## src/rtl/generador_secuencia_if.sv

```systemverilog
// Serial stimulus bus between a word source (master) and generador_secuencia (slave).
// The slave captures dato on start and drives the one-bit stream plus status flags.
interface generador_secuencia_if #(
    parameter int unsigned WIDTH = 8
);
    logic             start;
    logic [WIDTH-1:0] dato;
    logic             ciclico;
    logic             salida;
    logic             valido;
    logic             busy;
    logic             done;

    modport master (
        output start,
        output dato,
        output ciclico,
        input  salida,
        input  valido,
        input  busy,
        input  done
    );

    modport slave (
        input  start,
        input  dato,
        input  ciclico,
        output salida,
        output valido,
        output busy,
        output done
    );
endinterface

```

## src/rtl/generador_secuencia.sv

```systemverilog
// Parallel-to-serial source: sends a captured WIDTH-bit word LSB-first on salida,
// holding each bit DIV cycles, optionally repeating the stored word back-to-back.
module generador_secuencia #(
    parameter int unsigned WIDTH = 8,
    parameter int unsigned DIV   = 1
) (
    input  logic                  clk,
    input  logic                  reset,
    generador_secuencia_if.slave  bus
);

    localparam int unsigned BitW = $clog2(WIDTH);
    localparam int unsigned DivW = (DIV > 1) ? $clog2(DIV) : 1;

    typedef enum logic [1:0] {
        StIdle,
        StShift,
        StDone
    } state_e;

    state_e            r_state;
    logic [WIDTH-1:0]  r_shift;
    logic [WIDTH-1:0]  r_word;
    logic [BitW-1:0]   r_bit;
    logic              r_salida;
    logic              r_valido;
    logic              r_busy;
    logic              r_done;
    logic              w_div_last;
    logic              w_bit_last;

    // The divider idles at zero outside SHIFT, so it is already clear when a word starts.
    if (DIV > 1) begin : g_div
        logic [DivW-1:0] r_div;

        always_ff @(posedge clk) begin
            if (!reset) begin
                r_div <= '0;
            end else if (r_state != StShift || r_div == DivW'(DIV - 1)) begin
                r_div <= '0;
            end else begin
                r_div <= r_div + 1'b1;
            end
        end

        assign w_div_last = (r_div == DivW'(DIV - 1));
    end else begin : g_no_div
        assign w_div_last = 1'b1;
    end

    assign w_bit_last = (r_bit == BitW'(WIDTH - 1));

    always_ff @(posedge clk) begin
        if (!reset) begin
            r_state  <= StIdle;
            r_shift  <= '0;
            r_word   <= '0;
            r_bit    <= '0;
            r_salida <= 1'b0;
            r_valido <= 1'b0;
            r_busy   <= 1'b0;
            r_done   <= 1'b0;
        end else begin
            unique case (r_state)
                StIdle: begin
                    r_salida <= 1'b0;
                    r_valido <= 1'b0;
                    r_busy   <= 1'b0;
                    r_done   <= 1'b0;
                    if (bus.start) begin
                        r_shift  <= bus.dato;
                        r_word   <= bus.dato;
                        r_bit    <= '0;
                        r_salida <= bus.dato[0];
                        r_valido <= 1'b1;
                        r_busy   <= 1'b1;
                        r_state  <= StShift;
                    end
                end
                StShift: begin
                    if (w_div_last) begin
                        if (!w_bit_last) begin
                            r_shift  <= r_shift >> 1;
                            r_salida <= r_shift[1];
                            r_bit    <= r_bit + 1'b1;
                        end else if (bus.ciclico) begin
                            // Reload from the stored copy so a changing dato cannot corrupt the loop.
                            r_shift  <= r_word;
                            r_salida <= r_word[0];
                            r_bit    <= '0;
                        end else begin
                            r_salida <= 1'b0;
                            r_valido <= 1'b0;
                            r_done   <= 1'b1;
                            r_bit    <= '0;
                            r_state  <= StDone;
                        end
                    end
                end
                StDone: begin
                    r_done  <= 1'b0;
                    r_busy  <= 1'b0;
                    r_state <= StIdle;
                end
                default: begin
                    r_state <= StIdle;
                end
            endcase
        end
    end

    assign bus.salida = r_salida;
    assign bus.valido = r_valido;
    assign bus.busy   = r_busy;
    assign bus.done   = r_done;

endmodule

```

## src/flat_wrapper.sv

```systemverilog
// flat-port wrapper written by rule: the top's interface ports become plain ports
module generador_secuencia_flat 
#(
    parameter int unsigned WIDTH = 8,
    parameter int unsigned DIV   = 1
)
  (clk, reset, bus_start, bus_dato, bus_ciclico, bus_salida, bus_valido, bus_busy, bus_done);
  generador_secuencia_if #(.WIDTH(WIDTH)) bus_i ();
  input  logic clk;
  input  logic reset;
  input wire logic [$bits(bus_i.start)-1:0] bus_start;
  input wire logic [$bits(bus_i.dato)-1:0] bus_dato;
  input wire logic [$bits(bus_i.ciclico)-1:0] bus_ciclico;
  output wire logic [$bits(bus_i.salida)-1:0] bus_salida;
  output wire logic [$bits(bus_i.valido)-1:0] bus_valido;
  output wire logic [$bits(bus_i.busy)-1:0] bus_busy;
  output wire logic [$bits(bus_i.done)-1:0] bus_done;
  assign bus_i.start = bus_start;
  assign bus_i.dato = bus_dato;
  assign bus_i.ciclico = bus_ciclico;
  assign bus_salida = bus_i.salida;
  assign bus_valido = bus_i.valido;
  assign bus_busy = bus_i.busy;
  assign bus_done = bus_i.done;
  generador_secuencia #(.WIDTH(WIDTH), .DIV(DIV)) u_core (.clk(clk), .reset(reset), .bus(bus_i));
endmodule
```

## config.mk

```make
export PLATFORM = sky130hd
export DESIGN_NAME = generador_secuencia_flat
export DESIGN_NICKNAME = d
export VERILOG_FILES = /design/src/rtl/generador_secuencia_if.sv /design/src/rtl/generador_secuencia.sv /design/src/flat_wrapper.sv
export SDC_FILE = /design/constraint.sdc
export NUM_CORES = 1
export LEC_CHECK = 0
export ABC_AREA = 1
export BUFFER_PORTS_ARGS = -buffer_cell sky130_fd_sc_hd__buf_2
export CORE_MARGIN = 2
export CORE_UTILIZATION = 50
export DETAILED_ROUTE_END_ITERATION = 12
export GPL_ROUTABILITY_DRIVEN = 0
export MAX_ROUTING_LAYER = met4
export PLACE_DENSITY = 0.68
export SETUP_SLACK_MARGIN = 0.4
export SLEW_MARGIN = 20
export SYNTH_ARGS = -nofsm -noshare
export SYNTH_HDL_FRONTEND = slang
export SYNTH_SLANG_ARGS = --single-unit
```

## constraint.sdc

```tcl
create_clock -name clk -period 1.8 [get_ports clk]
set_input_delay 0.36 -clock clk [delete_from_list [all_inputs] [get_ports clk]]
set_output_delay 0.36 -clock clk [all_outputs]
set_load 0.01 [all_outputs]
```

* Word level (Yosys, flattened, before mapping)
Index checks and enable logic that the tools add are counted.
** Storage, ports and cells
- Register bits after elaboration :: 25
- Logic and storage cells :: 50
- Output and inout port bits :: 4
- Input bits :: 12
** Operators by class
- Multiplexer cells :: 23
- Add/sub/neg operators :: 1
- Equality and inequality tests :: 7
- Reduce and logical (&&, ||, !) cells :: 11
** Operators by type and width (number)
- $mux 8 :: 3
- $pmux 8 s2 :: 1
- $reduce_and 3->1 :: 4
- $mux 1 :: 8
- $pmux 1 s2 :: 4
- $mux 2 :: 3
- $mux 3 :: 2
- $pmux 3 s2 :: 1
- $reduce_bool 2->1 :: 3
- $ne 2x2->1 const B :: 2
- $pmux 2 s2 :: 1
- $reduce_and 2->1 :: 2
- $add 3x1->3 const B :: 1
- $eq 3x3->1 const B :: 1
- $ne 3x3->1 const B :: 1
- $eq 2x1->1 const B :: 1
- $eq 2x2->1 const B :: 1
- $logic_not 2->1 :: 1
- $ne 2x1->1 const B :: 1
- $reduce_or 2->1 :: 1

* Logic depth before layout (Yosys ltp)
- Depth in word-level cells :: 4
- Mapped depth :: 11
- Gate-level depth less buffers :: 9

* Worst setup path after synthesis
Ideal clock, no wire load.
- Path type :: register -> register
- Start point :: register u_core.r_bit[0]
- End point :: register u_core.r_shift[1]
- Clock period less this slack :: 1.502 ns
- Stages on the path, launching flop included :: 11
- Buffers on the path :: 2
- Slack :: 0.298 ns
- Arrival :: 1.389 ns
- Required time :: 1.687 ns
- Setup time :: 0.113 ns
- Cells stage by stage :: dfxtp_1 ha_1 ha_1 buf_6 inv_1 nor2_1 nand2_1 nand2_2 buf_6 nor2_1 nor2_1
** On the way
- Longest elaborated chain between the ends :: 3
- Elaborated cells on any way between the ends :: 5
- Classes of those cells :: 2 x eq/ne; 2 x mux; 1 x reduce/logical
** RTL lines
- start, declared :: line generador_secuencia.sv:24 : logic [BitW-1:0] r_bit;
- start signal, assigned :: line generador_secuencia.sv:85 : r_bit <= r_bit + 1'b1;
- $eq 3x3->1 * :: line generador_secuencia.sv:51 : assign w_bit_last = (r_bit == BitW'(WIDTH - 1));
- $ne 3x3->1 (no line) / $mux 8 (equally long branches)
- $reduce_and 3->1 (no line) / $pmux 8 s2 (equally long branches)
- end signal, assigned :: line generador_secuencia.sv:71 : r_shift <= bus.dato;
- end signal, assigned :: line generador_secuencia.sv:83 : r_shift <= r_shift >> 1;
- end signal, assigned :: line generador_secuencia.sv:88 : r_shift <= r_word;
- end, declared :: line generador_secuencia.sv:22 : logic [WIDTH-1:0] r_shift;
Mark *: on every way between the ends. The rest lies on a longest branch, timed or not.
A chain may end at the register's enable or synchronous reset.

* Worst setup path in the final report
- Start point :: register u_core.r_bit[0]
- End point :: register u_core.r_shift[7]
The elaborated chain is that of the path after synthesis.

==> impl_metrics.py <==
metrics = {
    "power": {
        "combPwrFrac": 0.156,
        "p_sw_frac": 0.272,
        "irDropWorstVdd_uv": 491,
        "share_clk_of_total_power": 0.280,
        "p_leak_nw": 0.660,
        "internal-power_mw": 0.754,
        "p_sw_mw": 0.282,
        "p_seq_frac": 0.563,
        "power.density_mw_per_mm2": 774,
    },
    "setup_path": {
        "arrival_ns": 1.57,
        "critical_path.max_fanout": 8,
        "crit_path_start_kind": "register",
        "cp-end-kind": "register",
        "critPathKind": "register to register",
        "cp_data_required_time_ns": 2.03,
    },
    "final_layout": {
        "fin_nets": 208,
        "fill_cells": 224,
        "insertedDiodeCount": 0,
        "drive_above_1_share": 0.193,
        "fin_area_mm2": 0.00134,
        "seqCellArea_um2": 484,
        "multi_input_area_um2": 586,
        "area_growth_pct": 16.9,
        "finalNonFillerCells": 220,
    },
    "route": {
        "routed_wl_um": 2490,
        "vias_per_cell": 4.89,
        "drc": 0,
        "detail-route-antenna-nets": 0,
        "dr.pass1.iters": 4,
        "via_count": 1076,
        "drt-wirelength-per-cell_um": 11.3,
        "drt-initial-drc-count": 14,
    },
    "synth": {
        "avgSynthCellArea_um2": 6.62,
        "netlist_instances": 173,
        "synth_top_area_frac": 0.420,
        "synth_most_common_cell": "nand2_1",
        "seq_area_frac_synth": 0.420,
        "synth_top_flop_cell": "dfxtp_1",
        "synth_area_mm2": 0.00114,
        "synthTopCellsByCount": "56 x nand2_1, 25 x nor2_1, 24 x dfxtp_1",
        "synth-seq-cells": 24,
        "synth_area_leaders": "dfxtp_1 42%, nand2_1 18%, nor2_1 8.2%",
        "synth-async-reset-ratio": 0,
        "ys_warn_count": 0,
        "synthDistinctLibCells": 16,
        "synthesis.nets": 188,
        "synth_top_area_cell": "dfxtp_1",
        "synth_edf_count": 0,
    },
    "grt": {
        "grt_pass1_vias": 976,
        "grt_antenna_before_repair": 0,
        "grt_usage": 0.212,
        "grt_pass1_wl_um": 4150,
        "grt_start_max_net_pins": 19,
        "overflow": 0,
    },
    "sta": {
        "finalCriticalPeriod_ns": 1.35,
        "setup_viol": 0,
        "slew_violations": 0,
        "clock_skew_ns": 0.00935,
        "hold_viol_final": 0,
        "fin_crit_sh": 0.748,
        "setup_tns_ns": 0,
        "rsz0062_at_grt": "false",
        "fmax_ghz": 0.743,
        "slew_headroom": 0.721,
        "setup_ws_ns": 0.454,
        "tightest_slew_ns": 0.416,
    },
    "floorplan": {
        "die_h_um": 51.9,
        "die_w_um": 51.9,
        "dieArea_mm2": 0.00269,
        "pin_count": 16,
        "initial_utilization": 0.523,
        "rows": 17,
        "core_area_mm2": 0.00219,
    },
    "hold_path": {
        "holdCritPathClass": "input port to register",
    },
    "clock_tree": {
        "clockRootBuffer": "clkbuf_4",
        "cts.sinks": 24,
        "cts_buffer_depth": 2,
        "cts_htree_levels": 1,
        "path_clk_slew_ns": 0.14,
        "cts_made_buffers": 3,
        "cts_tree": "built",
        "worstSkewPairLatency_ns": 0.32,
    },
    "place": {
        "post-place-ws_ns": 0.339,
        "dpl_cell_area_mm2": 0.00124,
        "placed_cells": 214,
        "dp_hpwl_um": 1700,
        "io_buffers": 15,
    },
    "flow_run": {
        "cap_violations": 0,
    },
    "status": {
        "status": "finished clean",
    },
}
==> cell usage in the layout (no fill, tap or decap) <==
master	count
nand3_1	10
nor2_1	24
buf_2	15
inv_1	18
clkbuf_8	1
nand2_2	1
nor2_4	1
ha_1	1
nand2_1	55
nor2_2	1
inv_2	2
clkbuf_4	3
dfxtp_2	3
a21oi_1	13
buf_6	1
nand2_4	2
o21ai_1	1
inv_4	1
ha_4	2
buf_4	4
dfxtp_1	21
o21ai_0	12
==> through the flow <==
step           total power [mW]   util  hold WS (ns)
4_1_cts                    1.03  0.588         0.278
6_report                   1.04  0.611         0.285
5_1_grt                    1.09  0.611         0.296
2_1_floorplan             0.703      -         0.429
3_3_place_gp              0.743  0.568         0.450
3_5_place_dp              0.747  0.568         0.450
==> routing by layer <==
| metal | GRT usage | wire length, um |
|---|---|---|
| met2 | 0.338 | 1160 |
| met1 | 0.268 | 1190 |
| met3 | 0.0316 | 100 |
| met4 | 0.0921 | 36 |
| met5 | - | 0 |
==> what timing repair did <==
action,4_1_cts,5_1_grt
setup buffers,0,1
endpoints found under the hold margin,0,0
cloned,0,1
hold buffers,0,0
gates resized for setup,3,8
pin swaps,1,3
setup endpoints to repair,7,10
==> power by group through the flow <==
stage | registers (mW) | logic [mW] | clock network, mW
2_1_floorplan | 0.592 | 0.111 | 0
3_3_place_gp | 0.592 | 0.151 | 0
3_5_place_dp | 0.594 | 0.153 | 0
4_1_cts | 0.582 | 0.155 | 0.291
5_1_grt | 0.588 | 0.189 | 0.314
6_report | 0.584 | 0.162 | 0.290
==> kinds of logic (layout without fill, tap and decap cells) <==
kind of cell / after synthesis / after routing / share of synthesized area
flip-flops: 24 / 24 / 0.420
AO/OA/AOI/OAI: 26 / 26 / 0.114
AND/OR/NAND/NOR: 93 / 94 / 0.325
buffers and inverters: 27 / 45 / 0.109
adder cells (fa/ha/maj): 3 / 3 / 0.0328
==> critical path, stage by stage (launching register included) <==
cell and delay, ns:
dfxtp_2 0.37, ha_4 0.17, ha_4 0.17, buf_6 0.13, nand2_1 0.06, nor2_1 0.03, nor2_1 0.15, nand2_1 0.07
nand2_1 0.06, nor2_1 0.04
==> sequential cells by signal, indices dropped and copies added, names as in the netlist <==
signal             count
u_core.r_shift         7
u_core.bus.salida      1
u_core.bus.done        1
u_core.bus.busy        1
u_core.bus.valido      1
u_core.r_state         2
u_core.r_word          8
u_core.r_bit           3
==> cell type report <==
class	count	area share
inverters	21	0.0607
flip-flops and latches	24	0.362
multi-input cells	123	0.437
well taps	28	0.0262
repair buffers	20	0.0869
clock buffers	4	0.0271
==> worst paths after layout <==
path / from / to / slack [ns] / cells after the start
setup / recovery: u_core.r_bit[0] / u_core.r_shift[7] / 0.45 / 9
hold reg to reg: u_core.r_word[2] / u_core.r_word[2] / 0.47 / 2
setup reg to reg: u_core.r_bit[0] / u_core.r_shift[7] / 0.45 / 9
hold / removal: bus_dato[7] / u_core.r_word[7] / 0.28 / 3
(Power assumes the default switching activity.)
